[src/rtl/alu_flag_stage.sv]
// alu_flag_stage
// Registered flag-and-buffer stage behind the combinational adder. Each
// accepted operand pair has its N/Z/V/C flags derived and is stored with its
// sum in a small circular FIFO. A sticky error bit records any sum that does
// not match A+B, and a saturating counter tracks how many accepted entries
// overflowed (signed).
//
// Ports
//   clock, reset            : clock, synchronous active-high reset
//   in_valid / in_ready     : upstream handshake (in_ready is registered-state only)
//   A, B, Add_Result        : operands and the adder's sum
//   out_valid / out_ready   : downstream handshake for the FIFO head
//   result, flag_n/z/v/c    : head entry, forced to 0 while out_valid is low
//   add_err                 : sticky adder-mismatch indicator
//   ovf_count               : saturating count of accepted entries with V=1
//
// DEPTH must be a power of two and at least 2.

module alu_flag_stage #(
  parameter int WIDTH     = 6,
  parameter int DEPTH     = 2,
  parameter int CNT_WIDTH = 8
) (
  input  logic                 clock,
  input  logic                 reset,
  input  logic                 in_valid,
  output logic                 in_ready,
  input  logic [WIDTH-1:0]     A,
  input  logic [WIDTH-1:0]     B,
  input  logic [WIDTH-1:0]     Add_Result,
  output logic                 out_valid,
  input  logic                 out_ready,
  output logic [WIDTH-1:0]     result,
  output logic                 flag_n,
  output logic                 flag_z,
  output logic                 flag_v,
  output logic                 flag_c,
  output logic                 add_err,
  output logic [CNT_WIDTH-1:0] ovf_count
);

  localparam int PTR_W = $clog2(DEPTH);
  localparam int OCC_W = $clog2(DEPTH + 1);
  localparam int ENT_W = WIDTH + 4;

  localparam logic [OCC_W-1:0]     OCC_FULL = OCC_W'(DEPTH);
  localparam logic [PTR_W-1:0]     PTR_LAST = PTR_W'(DEPTH - 1);
  localparam logic [CNT_WIDTH-1:0] OVF_MAX  = '1;

  // Entry layout: {N, Z, V, C, sum}
  logic [ENT_W-1:0]     mem_q [DEPTH];
  logic [PTR_W-1:0]     wr_ptr_q, wr_ptr_d;
  logic [PTR_W-1:0]     rd_ptr_q, rd_ptr_d;
  logic [OCC_W-1:0]     occ_q, occ_d;
  logic                 add_err_q, add_err_d;
  logic [CNT_WIDTH-1:0] ovf_q, ovf_d;

  logic [WIDTH:0]       sum_ext;
  logic                 v_in;
  logic                 mismatch;
  logic [ENT_W-1:0]     entry_in;
  logic [ENT_W-1:0]     head;
  logic                 push;
  logic                 pop;

  // Carry comes from our own sum, so a faulty Add_Result cannot corrupt C.
  assign sum_ext  = {1'b0, A} + {1'b0, B};
  assign v_in     = (A[WIDTH-1] == B[WIDTH-1]) && (Add_Result[WIDTH-1] != A[WIDTH-1]);
  assign mismatch = (Add_Result != sum_ext[WIDTH-1:0]);
  assign entry_in = {Add_Result[WIDTH-1], (Add_Result == '0), v_in, sum_ext[WIDTH], Add_Result};

  assign in_ready  = (occ_q != OCC_FULL);
  assign out_valid = (occ_q != '0);
  assign push      = in_valid && in_ready;
  assign pop       = out_valid && out_ready;

  assign head      = out_valid ? mem_q[rd_ptr_q] : '0;
  assign result    = head[WIDTH-1:0];
  assign flag_c    = head[WIDTH];
  assign flag_v    = head[WIDTH+1];
  assign flag_z    = head[WIDTH+2];
  assign flag_n    = head[WIDTH+3];
  assign add_err   = add_err_q;
  assign ovf_count = ovf_q;

  always_comb begin
    wr_ptr_d  = wr_ptr_q;
    rd_ptr_d  = rd_ptr_q;
    occ_d     = occ_q;
    add_err_d = add_err_q;
    ovf_d     = ovf_q;

    if (push) begin
      wr_ptr_d = (wr_ptr_q == PTR_LAST) ? '0 : wr_ptr_q + 1'b1;
      if (mismatch) add_err_d = 1'b1;
      if (v_in && (ovf_q != OVF_MAX)) ovf_d = ovf_q + 1'b1;
    end
    if (pop) begin
      rd_ptr_d = (rd_ptr_q == PTR_LAST) ? '0 : rd_ptr_q + 1'b1;
    end
    if (push && !pop) begin
      occ_d = occ_q + 1'b1;
    end else if (pop && !push) begin
      occ_d = occ_q - 1'b1;
    end
  end

  always_ff @(posedge clock) begin
    if (reset) begin
      wr_ptr_q  <= '0;
      rd_ptr_q  <= '0;
      occ_q     <= '0;
      add_err_q <= 1'b0;
      ovf_q     <= '0;
    end else begin
      wr_ptr_q  <= wr_ptr_d;
      rd_ptr_q  <= rd_ptr_d;
      occ_q     <= occ_d;
      add_err_q <= add_err_d;
      ovf_q     <= ovf_d;
    end
  end

  // Storage needs no reset: occupancy gates every read of it.
  always_ff @(posedge clock) begin
    if (push && !reset) begin
      mem_q[wr_ptr_q] <= entry_in;
    end
  end

endmodule
[config.mk]
export PLATFORM = sky130hd
export DESIGN_NAME = alu_flag_stage
export DESIGN_NICKNAME = d
export VERILOG_FILES = /design/src/rtl/alu_flag_stage.sv
export SDC_FILE = /design/constraint.sdc
export NUM_CORES = 1
export LEC_CHECK = 0
export ABC_AREA = 1
export BUFFER_PORTS_ARGS = -buffer_cell sky130_fd_sc_hd__buf_2
export CORE_MARGIN = 5
export CORE_UTILIZATION = 53
export DETAILED_ROUTE_END_ITERATION = 7
export GPL_ROUTABILITY_DRIVEN = 0
export PLACE_DENSITY = 0.82
export SYNTH_ARGS = -nofsm -noshare
export SYNTH_HDL_FRONTEND = slang
export SYNTH_SLANG_ARGS = --single-unit
[constraint.sdc]
create_clock -name clock -period 2.2 [get_ports clock]
set_input_delay 0.44 -clock clock [delete_from_list [all_inputs] [get_ports clock]]
set_output_delay 0.44 -clock clock [all_outputs]
set_load 0.01 [all_outputs]
==> metrics.log, run 1 <==
[metrics] top fanout value on the critical path: 10
[metrics] area enclosed by the die boundary: around 0.0047 mm2
[metrics] r2r setup slk: roughly 520 ps
[metrics] placed wire-length estimate after detailed placement: between 2 and 3 mm
[metrics] starting density of the core: a little over half
[metrics] post-DR vias/cell: 4.948
[metrics] Max clock buf depth: 2
[metrics] worst-case reg-to-reg path depth: 8
[metrics] DRC violations left: 0
[metrics] worst stage delay on the critical path: 520 ps
[metrics] final worst setup slack: 212.5 ps
[metrics] count of pins on the block boundary: 43
[metrics] vias in the first global route: 1306
[metrics] final routed wire length divided by cell count: 11.27 um
[metrics] prevailing post-synth register cell: sky130_fd_sc_hd__edfxtp_1
[metrics] routed length on met2: roughly 1.6 mm
[metrics] total wire length: 3.437 mm
[metrics] endpoint of the most critical register-to-register path: occ_q[1]
[metrics] die boundary width: approximately 69 um
[metrics] largest family of logic cells by synthesized area: simple AND/OR/NAND/NOR gates
[metrics] share of the synthesized area in compound gates (AO/OA/AOI/OAI): between 10% and 20%
[metrics] unrepaired setup endpoints after global routing: false
[metrics] Setup Fix Bufs, Post-CTS: 0
[metrics] sink of the worst hold path: mem_q[0][0]
[metrics] Power Dens Cells: roughly 830 mW/mm2
[metrics] share of layout cells above drive strength 1: between 30 and 40%
[metrics] cell with the largest stage delay on the worst path: sky130_fd_sc_hd__dfxtp_1
[metrics] Post-Synth XOR/XNOR Area: 5.238%
[metrics] final-layout fill cell count: 294
[metrics] Ant. Diodes: 0
[metrics] minimum period implied by the final worst setup slack: between 1500 and 2000 ps
[metrics] slew at the pin with the worst max-slew slack: 330.4 ps
[metrics] global routing usage summed across all routing layers: 16.32%
[metrics] buffers and inverters on the worst path: 2
[metrics] worst reg2reg startpoint: occ_q[0]
[metrics] count of state elements after synthesis: 32
[metrics] post-detailed-route count of antenna-violating nets: 0
[metrics] met3 routed WL: between 200 and 250 um
[metrics] total via count in the routed design: roughly 1500
[metrics] mean instance size in the synthesized netlist: between 8 and 9 um2
[metrics] count of endpoints failing hold in the final timing report: 0
[metrics] status: finished clean
[metrics] Crit path required time: 1760 ps
[metrics] static leakage: roughly 0.0010 uW
[metrics] worst setup path class: flip-flop to output port
[metrics] largest delay contributor family on the critical path: flip-flops
[metrics] arithmetic-cell share of the synthesized area counting full adders, half adders and majority gates: around 6.6%
[metrics] hold_sp: Add_Result[0]
[metrics] Net Count, Synth: between 200 and 250
[metrics] Synthesis Warnings: 0
[metrics] post-cts repair resize count: 0
[metrics] instance count of the mapped netlist: 210
[metrics] Worst setup SP type: flip-flop
[metrics] global-route wire length before repair: roughly 5.5 mm
[metrics] worst-case headroom to the max-slew limit: 77.94%
[metrics] area used by sequential logic in the layout: slightly above 800 um2
[metrics] root buffer cell: sky130_fd_sc_hd__clkbuf_4
[metrics] initial antenna violation count: 0
[metrics] growth of design area from synthesis to finish: 18.81%
[metrics] Async S/R FF share, synth: 0%
[metrics] TritonCTS clock tree: yes
[metrics] area occupied by multi-input gates: slightly below 900 um2
[metrics] CP arrival: ~1600 ps
[metrics] number of H-tree levels: 2
[metrics] Tightest Hold Check Type: input port to flip-flop
[metrics] netlist area before placement: 0.001815 mm2
[metrics] Min-Delay Path Depth: 1
[metrics] worst setup skew after layout: just over 9 ps
[metrics] total iterations of the first detailed-routing run: 4
[metrics] overflow left after global routing: 0
[metrics] number of pins exceeding their max-slew limit in the final report: 0
[metrics] number of I/O port buffers: 42
[metrics] maximum number of pins on one net before global-route repair: 11
[metrics] final-layout setup total negative slack: 0 ps
[metrics] worst supply voltage drop on vdd: between 0.3 and 0.4 mV
[metrics] clock latency at the later pin of the worst-skew pair: roughly 330 ps
[metrics] Worst path depth: 4
[metrics] DP Worst Slack: between 200 and 250 ps
[metrics] number of buffers inserted during clock tree synthesis: 5
[metrics] commonest cells after routing, fill and taps aside: sky130_fd_sc_hd__nand2_1 (59), sky130_fd_sc_hd__buf_2 (42), sky130_fd_sc_hd__inv_1 (21)
[metrics] count of hold-fix buffers inserted at cts: 0
[metrics] area share of and/or/nand/nor cells after synthesis: a little over a quarter
[metrics] EDFF count, synth: 18
[metrics] proportion of synthesized area in mux cells: 0%
[metrics] sequential area share after synthesis: between 40 and 50%
[metrics] Worst-path clk slew: 90 ps
[metrics] wire length on met1: 1.527 mm
[metrics] max-capacitance violation count: 0
[metrics] post-synth cell types: 30
[metrics] Final period util: about 90%
[metrics] top routing layer in use: met4
[metrics] leading cell type in the layout, fill and taps excluded: sky130_fd_sc_hd__nand2_1
[metrics] floorplan core area: about 0.0033 mm2
[metrics] # rows: 21
[metrics] count of routing violations after the opening detailed-route iteration: 77
[metrics] chain of cells forming the critical path: clkinv_1 > nand2_1 > a21oi_1 > buf_2
[metrics] number of sinks on the clock net: 32
[metrics] Setup-failing EPs final: 0
[metrics] Chip Height: just under 70 um
[metrics] Achievable Freq: 503.1 MHz
[metrics] crit end category: output port
[metrics] Nets: slightly below 300
-- final cells by class --
class / instances / area share [%]
tap: 46 / 2.668
sequential: 32 / 38.05
multi-input combinational: 150 / 40.55
timing repair buffer: 44 / 10.44
inverter: 25 / 4.756
clock buffer: 6 / 1.914
clock inverter: 2 / 1.624
-- stage by stage --
stage          hold WS [ps]  utilization (%)  cell area, um2  total power, uW  instances
2_1_floorplan         447.6                -            1815             1176        210
3_3_place_gp          446.6            62.35            2081             1354        297
3_5_place_dp          437.6            62.35            2081             1371        297
4_1_cts               321.1            64.64            2157             1794        305
5_1_grt               309.2            64.64            2157             1911        305
6_report              329.5            64.64            2157             1785        305
-- worst register-to-register path, stage by stage (launching register included) --
cell and delay, ps:
sky130_fd_sc_hd__dfxtp_1 380, sky130_fd_sc_hd__nor2_4 250, sky130_fd_sc_hd__inv_1 80, sky130_fd_sc_hd__nand2_1 120
sky130_fd_sc_hd__ha_1 260, sky130_fd_sc_hd__a21oi_1 120, sky130_fd_sc_hd__o21ai_0 130, sky130_fd_sc_hd__o21ai_0 180
sky130_fd_sc_hd__a21oi_1 50
-- cell usage after synthesis (2+ instances only) --
cell type	instances	area share, %
sky130_fd_sc_hd__o21ai_0	4	1.1
sky130_fd_sc_hd__a21oi_2	7	3.4
sky130_fd_sc_hd__dfxtp_1	14	15
sky130_fd_sc_hd__o21bai_1	2	0.83
sky130_fd_sc_hd__inv_1	21	4.3
sky130_fd_sc_hd__edfxtp_1	18	30
sky130_fd_sc_hd__nor2_1	8	1.7
sky130_fd_sc_hd__nor2_2	3	1.0
sky130_fd_sc_hd__xor2_1	6	2.9
sky130_fd_sc_hd__nand2_2	10	3.4
sky130_fd_sc_hd__nor2_4	2	1.2
sky130_fd_sc_hd__buf_2	2	0.55
sky130_fd_sc_hd__a21oi_1	17	4.7
sky130_fd_sc_hd__nor3_1	2	0.55
sky130_fd_sc_hd__nand3_1	12	3.3
sky130_fd_sc_hd__ha_1	8	5.5
sky130_fd_sc_hd__xnor2_1	3	1.4
sky130_fd_sc_hd__nand2_1	59	12
-- sequential cells by signal, indices dropped and copies added, names as in the netlist, named ones only --
name and flops:
rd_ptr_q 1, add_err 1, wr_ptr_q 1, occ_q 2, ovf_count 8, mem_q 18
-- metal layers --
metal	global-route usage [%]	vias to the layer above
met5	0	-
met4	6.700	0
met3	5.348	5
met2	26.94	38
met1	19.46	685
li1	-	781
-- kinds of logic after synthesis --
group,after synthesis
simple gates,100
buf+inv,28
fa+ha+maj,9
flops,32
compound gates,31
xor+xnor,10
-- worst max path at each step --
stage	from	end
after detailed placement	A[0]	add_err
after floorplan	A[0]	add_err
after CTS	flip-flop	flag_v
after global routing	flip-flop	result[5]
final	flip-flop	flag_v
after global placement	A[0]	add_err
-- where the power goes --
group	leakage, uW	internal [uW]	switching (uW)	total, uW
clock	0.0000422	238	189	427
sequential	0.000279	706	55.2	762
combinational	0.000693	226	369	596
total	0.00101	1170	614	1780
No activity file was read; power rests on OpenSTA's default activity.
==> run 2: changes to the inputs <==
Settings changed: CORE_ASPECT_RATIO set to 1.5.
==> run 2 against run 1 <==
  * Global-route usage up 0.40 points
  * Sequential power down 0.9%
  * Die area increased by 0.52%
  * Design area rose by 1.7%
  * Sequential cell count is the same
  * Critical endpoint is now flag_n
==> metrics.log, run 2 (synthesis gave the netlist of run 1 again) <==
[metrics] top fanout value on the critical path: 8 (was 10)
[metrics] minimum period implied by the final worst setup slack: 1682 ps (was 1988 ps)
[metrics] Achievable Freq: 594.6 MHz (was 503.1 MHz)
[metrics] area occupied by multi-input gates: 874.6 um2 (unchanged)
[metrics] total wire length: 3.536 mm (was 3.437 mm)
[metrics] CP arrival: 1240 ps (was 1550 ps)
[metrics] clock latency at the later pin of the worst-skew pair: 280 ps (was 330 ps)
[metrics] Tightest Hold Check Type: input port to flip-flop (unchanged)
[metrics] worst setup path class: flip-flop to output port (unchanged)
[metrics] Setup-failing EPs final: 0 (unchanged)
[metrics] status: finished clean (unchanged)
[metrics] static leakage: 0.001031 uW (was 0.001014 uW)
[metrics] count of pins on the block boundary: 43 (unchanged)
[metrics] slew at the pin with the worst max-slew slack: 287.6 ps (was 330.4 ps)
[metrics] number of I/O port buffers: 42 (unchanged)
[metrics] count of routing violations after the opening detailed-route iteration: 42 (was 77)
[metrics] initial antenna violation count: 0 (unchanged)
[metrics] share of layout cells above drive strength 1: 31.54% (was 30.89%)
[metrics] Worst setup SP type: flip-flop (unchanged)
[metrics] floorplan core area: 0.003351 mm2 (was 0.003337 mm2)
[metrics] utilization after layout: 65.50% (was 64.64%)
[metrics] total via count in the routed design: 1519 (was 1509)
[metrics] Power Dens Cells: 871.6 mW/mm2 (was 827.3 mW/mm2)
[metrics] placed wire-length estimate after detailed placement: 2.889 mm (was 2.633 mm)
[metrics] overflow left after global routing: 0 (unchanged)
[metrics] Ant. Diodes: 0 (unchanged)
[metrics] number of pins exceeding their max-slew limit in the final report: 0 (unchanged)
[metrics] post-DR vias/cell: 5.030 (was 4.948)
[metrics] total iterations of the first detailed-routing run: 4 (unchanged)
[metrics] Setup Fix Bufs, Post-CTS: 0 (unchanged)
[metrics] worst reg2reg startpoint: occ_q[0] (unchanged)
[metrics] DP Worst Slack: 233.4 ps (was 228.4 ps)
[metrics] Nets: 290 (was 289)
[metrics] r2r setup slk: 530 ps (was 520 ps)
[metrics] global routing usage summed across all routing layers: 16.73% (was 16.32%)
[metrics] # rows: 26 (was 21)
[metrics] Worst-path clk slew: 60 ps (was 90 ps)
[metrics] post-detailed-route count of antenna-violating nets: 0 (unchanged)
[metrics] count of endpoints failing hold in the final timing report: 0 (unchanged)
[metrics] worst supply voltage drop on vdd: 0.6033 mV (was 0.3745 mV)
[metrics] Chip Height: 81.68 um (was 68.53 um)
[metrics] global-route wire length before repair: 6.127 mm (was 5.547 mm)
[metrics] DRC violations left: 0 (unchanged)
[metrics] post-cts repair resize count: 0 (unchanged)
[metrics] area used by sequential logic in the layout: 820.8 um2 (unchanged)
[metrics] Final period util: 76.45% (was 90.34%)
[metrics] sink of the worst hold path: mem_q[0][0] (unchanged)
[metrics] worst-case headroom to the max-slew limit: 80.80% (was 77.94%)
[metrics] cell area after layout: 0.002195 mm2 (was 0.002157 mm2)
[metrics] commonest cells after routing, fill and taps aside: sky130_fd_sc_hd__nand2_1 (59), sky130_fd_sc_hd__buf_2 (42), sky130_fd_sc_hd__inv_1 (21) (unchanged)
[metrics] number of H-tree levels: 2 (unchanged)
[metrics] placed inst area: 0.002083 mm2 (was 0.002081 mm2)
[metrics] unrepaired setup endpoints after global routing: false (unchanged)
[metrics] maximum number of pins on one net before global-route repair: 12 (was 11)
[metrics] die boundary width: 57.79 um (was 68.53 um)
[metrics] final hold slack: 378.2 ps (was 329.5 ps)
[metrics] root buffer cell: sky130_fd_sc_hd__clkbuf_8 (was sky130_fd_sc_hd__clkbuf_4)
[metrics] Min-Delay Path Depth: 1 (unchanged)
[metrics] Crit path required time: 1760 ps (about the same)
[metrics] max-capacitance violation count: 0 (unchanged)
[metrics] Max clock buf depth: 2 (unchanged)
[metrics] area enclosed by the die boundary: 0.004720 mm2 (was 0.004696 mm2)
[metrics] vias in the first global route: 1455 (was 1306)
[metrics] crit end category: output port (unchanged)
[metrics] final routed wire length divided by cell count: 11.71 um (was 11.27 um)
[metrics] hold_sp: Add_Result[0] (unchanged)
[metrics] number of buffers inserted during clock tree synthesis: 5 (unchanged)
[metrics] TritonCTS clock tree: yes (unchanged)
[metrics] max reg flops: 18 (unchanged)
[metrics] growth of design area from synthesis to finish: 20.88% (was 18.81%)
[metrics] endpoint of the most critical register-to-register path: occ_q[1] (unchanged)
[metrics] final-layout fill cell count: 283 (was 294)
[metrics] starting density of the core: 54.18% (was 54.41%)
[metrics] worst setup skew after layout: 2.813 ps (was 9.177 ps)
[metrics] number of sinks on the clock net: 32 (unchanged)
[metrics] top register by number of flip-flops: mem_q (unchanged)
[metrics] count of hold-fix buffers inserted at cts: 0 (unchanged)
[metrics] final-layout setup total negative slack: 0 ps (unchanged)
[metrics] worst-case reg-to-reg path depth: 8 (unchanged)
[metrics] final worst setup slack: 518.2 ps (was 212.5 ps)
[metrics] leading cell type in the layout, fill and taps excluded: sky130_fd_sc_hd__nand2_1 (unchanged)
## run 2: cell count changes in the layout (fill, tap and decap cells not counted)
cell / previous run / this run
sky130_fd_sc_hd__clkbuf_4: 5 / 0
sky130_fd_sc_hd__clkbuf_8: 0 / 5
sky130_fd_sc_hd__buf_4: 2 / 3
sky130_fd_sc_hd__clkbuf_1: 1 / 0
sky130_fd_sc_hd__clkinvlp_4: 0 / 1
## run 2: critical path, stage by stage, from the launching register on
cell and delay [ps]:
sky130_fd_sc_hd__dfxtp_1 360, sky130_fd_sc_hd__buf_4 170, sky130_fd_sc_hd__nand2_1 50, sky130_fd_sc_hd__a21oi_1 210, sky130_fd_sc_hd__buf_2 170
## run 2: cell type report
type                            instances  share of cell area, %
Sequential cell                        32                  37.40
Tap cell                               42                  2.395
Inverter                               25                  4.675
Clock buffer                            5                  3.136
Clock inverter                          3                  1.938
Timing Repair Buffer                   45                  10.60
Multi-Input combinational cell        150                  39.85
## run 2: through the flow
step | instances | power [uW]
2_1_floorplan | 210 | 1176
3_3_place_gp | 294 | 1367
3_5_place_dp | 294 | 1388
4_1_cts | 302 | 1924
5_1_grt | 302 | 2046
6_report | 302 | 1913
## run 2: how the worst max path moves through the flow
stage	from	to	slack [ps]	cells past startpoint
final	flip-flop	flag_n	520	4
after global placement	A[0]	add_err	260	13
after global routing	occ_q[0]	occ_q[1]	340	8
after CTS	A[0]	add_err	520	13
after floorplan	A[0]	add_err	420	12
after detailed placement	A[0]	add_err	230	13
## run 2: where the power goes
part	internal [uW]	total, uW	leakage (uW)	switching, uW
Combinational	234	616	0.000698	382
Sequential	708	755	0.000279	47.8
Clock	334	542	0.0000541	207
Total	1280	1910	0.00103	637
## run 2: layer usage
metal | share of wire [%] | vias to the layer above | GRT usage [%]
met5 | 0 | - | 0
met3 | 5.6 | 7 | 2.044
met1 | 34 | 688 | 15.87
met4 | 2.6 | 0 | 7.657
li1 | - | 783 | -
met2 | 58 | 41 | 34.28
==> run 3: changes to the inputs <==
Settings changed: CORE_UTILIZATION 53 to 48, PLACE_DENSITY 0.82 to 0.78.
Clock period 2.2 ns to 1.4 ns, I/O delays scaled along.
==> run 3 against run 2 <==
  * The flow now finishes with violations (negative setup slack)
  * Worst setup slack worse by 620 ps
  * Sequential power up 60%
  * Die area up 8.8%
  * Global-route usage up 0.20 points
  * Hold slack worse by 160 ps
  * Clock power up 19%
  * Design area up 16%
  * Non-clock buffer count up 24
  * Critical path depth up 1
  * Utilization up 3.7 points
  * Total power up 78%
  * Combinational power rose to 2.5 times the previous value
  * Critical endpoint is now result[5]
  * Largest power group is now combinational logic
==> metrics.log, run 3 (synthesis gave the netlist of run 1 again) <==
[metrics] Ant. Diodes: 0 (unchanged)
[metrics] number of sinks on the clock net: 32 (unchanged)
[metrics] total wire length: 4.147 mm (was 3.536 mm)
[metrics] static leakage: 0.001172 uW (was 0.001031 uW)
[metrics] buffers and inverters on the worst path: 3 (was 2)
[metrics] number of pins exceeding their max-slew limit in the final report: 0 (unchanged)
[metrics] leading cell type in the layout, fill and taps excluded: sky130_fd_sc_hd__nand2_1 (unchanged)
[metrics] chain of cells forming the critical path: buf_6 > nor2_4 > buf_6 > a21oi_4 > buf_2 (was buf_4 > nand2_1 > a21oi_1 > buf_2)
[metrics] Max clock buf depth: 2 (unchanged)
[metrics] max-capacitance violation count: 0 (unchanged)
[metrics] post-DR vias/cell: 5.009 (was 5.030)
[metrics] worst-case headroom to the max-slew limit: 79.68% (was 80.80%)
[metrics] relative contribution of combinational cells to total power: 45.5% (was 32.2%)
[metrics] worst stage delay on the critical path: 340 ps (was 360 ps)
[metrics] vias in the first global route: 1695 (was 1455)
[metrics] overflow left after global routing: 0 (unchanged)
[metrics] cell repeated most along the worst path: sky130_fd_sc_hd__buf_6
[metrics] minimum period implied by the final worst setup slack: 1507 ps
[metrics] max reg flops: 18 (unchanged)
[metrics] largest delay contributor family on the critical path: buffers and inverters (was flip-flops)
[metrics] final-layout setup total negative slack: -961.4 ps (was 0 ps)
[metrics] non-filler instance count after layout: 329 (was 302)
[metrics] Internal: 2159 uW (was 1276 uW)
[metrics] initial antenna violation count: 0 (unchanged)
[metrics] count of routing violations after the opening detailed-route iteration: 61 (was 42)
[metrics] hold_sp: Add_Result[0] (unchanged)
[metrics] post-detailed-route count of antenna-violating nets: 0 (unchanged)
[metrics] clock latency at the later pin of the worst-skew pair: 280 ps (about the same)
[metrics] sequential power share: 35.5% (was 39.5%)
[metrics] status: complete, but fails checks (was finished clean)
[metrics] starting density of the core: 49.30% (was 54.18%)
[metrics] Worst setup SP type: flip-flop (unchanged)
[metrics] worst setup skew after layout: 6.052 ps (was 2.813 ps)
[metrics] worst supply voltage drop on vdd: 0.6932 mV (was 0.6033 mV)
[metrics] root buffer cell: sky130_fd_sc_hd__clkbuf_8 (unchanged)
[metrics] DP Worst Slack: -395.0 ps (was 233.4 ps)
[metrics] count of endpoints failing hold in the final timing report: 0 (unchanged)
[metrics] area occupied by multi-input gates: 0.001015 mm2 (was 874.6 um2)
[metrics] Final period util: 107.6%
[metrics] number of I/O port buffers: 42 (unchanged)
[metrics] unrepaired setup endpoints after global routing: true (was false)
[metrics] growth of design area from synthesis to finish: 40.32% (was 20.88%)
[metrics] start point of the critical path: occ_q[0]
[metrics] final-layout fill cell count: 282 (was 283)
[metrics] final routed wire length divided by cell count: 12.60 um (was 11.71 um)
[metrics] count of pins on the block boundary: 43 (unchanged)
[metrics] placed wire-length estimate after detailed placement: 2.995 mm (was 2.889 mm)
[metrics] Chip Height: 85.32 um (was 81.68 um)
[metrics] slew at the pin with the worst max-slew slack: 304.3 ps (was 287.6 ps)
[metrics] r2r setup slk: 0 ps (was 530 ps)
[metrics] Achievable Freq: approximately 660 MHz
[metrics] cell area after layout: 0.002547 mm2 (was 0.002195 mm2)
[metrics] top register by number of flip-flops: mem_q (unchanged)
[metrics] switching power share of the total: 36.60% (was 33.30%)
[metrics] area enclosed by the die boundary: 0.005138 mm2 (was 0.004720 mm2)
[metrics] maximum number of pins on one net before global-route repair: 11 (was 12)
[metrics] floorplan core area: 0.003682 mm2 (was 0.003351 mm2)
[metrics] area used by sequential logic in the layout: 827.0 um2 (was 820.8 um2)
[metrics] commonest cells after routing, fill and taps aside: sky130_fd_sc_hd__nand2_1 (57), sky130_fd_sc_hd__buf_2 (39), sky130_fd_sc_hd__buf_4 (21) (was sky130_fd_sc_hd__nand2_1 (59), sky130_fd_sc_hd__buf_2 (42), sky130_fd_sc_hd__inv_1 (21))
[metrics] share of layout cells above drive strength 1: 45.45% (was 31.54%)
[metrics] total via count in the routed design: 1648 (was 1519)
[metrics] Setup-failing EPs final: 12 (was 0)
[metrics] Crit path required time: 1120 ps (was 1760 ps)
[metrics] Power Dens Cells: 1337 mW/mm2 (was 871.6 mW/mm2)
[metrics] Clock power frac: 19.0% (was 28.3%)
[metrics] # rows: 27 (was 26)
[metrics] utilization after layout: 69.18% (was 65.50%)
[metrics] global-route wire length before repair: 6.713 mm (was 6.127 mm)
[metrics] Worst-path clk slew: 60 ps (about the same)
[metrics] die boundary width: 60.22 um (was 57.79 um)
[metrics] number of H-tree levels: 2 (unchanged)
[metrics] number of buffers inserted during clock tree synthesis: 5 (unchanged)
[metrics] global routing usage summed across all routing layers: 16.92% (was 16.73%)
[metrics] placed cells: 311 (was 294)
[metrics] CP arrival: 1230 ps (was 1240 ps)
[metrics] cell with the largest stage delay on the worst path: sky130_fd_sc_hd__dfxtp_2 (was sky130_fd_sc_hd__dfxtp_1)
[metrics] placed inst area: 0.002243 mm2 (was 0.002083 mm2)
[metrics] worst reg2reg startpoint: occ_q[0] (unchanged)
[metrics] worst setup path class: flip-flop to output port (unchanged)
[metrics] DRC violations left: 0 (unchanged)
[metrics] violated checks: negative setup slack
[metrics] net switching power: 1246 uW (was 637.1 uW)
[metrics] top fanout value on the critical path: 5 (was 8)
[metrics] crit end category: output port (unchanged)
[metrics] Tightest Hold Check Type: input port to flip-flop (unchanged)
[metrics] Nets: 316 (was 290)
[metrics] total iterations of the first detailed-routing run: 4 (unchanged)
[metrics] TritonCTS clock tree: yes (unchanged)
[metrics] final worst setup slack: -106.5 ps (was 518.2 ps)
run 3: changes by cell type in the layout (fill, tap and decap cells not counted), moves of 3 or more:
cell,before,now
sky130_fd_sc_hd__a21oi_1,17,6
sky130_fd_sc_hd__a21oi_2,7,16
sky130_fd_sc_hd__buf_2,42,39
sky130_fd_sc_hd__buf_4,3,21
sky130_fd_sc_hd__buf_6,0,9
sky130_fd_sc_hd__dfxtp_1,14,11
sky130_fd_sc_hd__nand2_4,0,4
run 3: worst paths after layout:
check / end / cells after the start
setup reg to reg: occ_q[1] / 9
setup / recovery: result[5] / 5
hold reg to reg: flip-flop / 2
hold / removal: mem_q[1][0] / 1
run 3: routing by layer:
metal | vias up | GRT usage [%] | part of all wire, %
li1 | 832 | - | -
met1 | 764 | 15.45 | 34
met2 | 41 | 32.87 | 57
met3 | 11 | 3.501 | 5.2
met4 | 0 | 8.266 | 2.8
met5 | - | 0 | 0
run 3: area by class of cell:
class                      instances  share of cell area (%)
multi-input combinational        151                   39.83
sequential                        32                   32.47
timing repair buffer              69                   17.83
inverter                          25                   4.420
clock buffer                       6                   2.849
tap                               43                   2.112
clock inverter                     2                  0.2947
timing repair inverter             1                  0.1965
run 3: power by group through the flow:
stage | Clock (uW) | Sequential, uW | Combinational, uW
6_report | 646 | 1210 | 1550
4_1_cts | 658 | 1180 | 1380
5_1_grt | 693 | 1220 | 1700
3_3_place_gp | 0 | 1200 | 1090
3_5_place_dp | 0 | 1200 | 1110
2_1_floorplan | 0 | 1200 | 700
run 3: through the flow:
stage                     hold slack [ps]  total power, uW
final                               219.4             3406
after global routing                215.0             3612
after CTS                           215.2             3222
after detailed placement            472.8             2313
after global placement              457.9             2290
after floorplan                     378.9             1899
run 3: repair_timing:
item / CTS / global route
buffers inserted: 5 / 2
cloned: 1 / 2
setup endpoints to repair: 12 / 35
gates resized for setup: 21 / 17
hold buffers: 0 / 0
pin swaps: 11 / 8
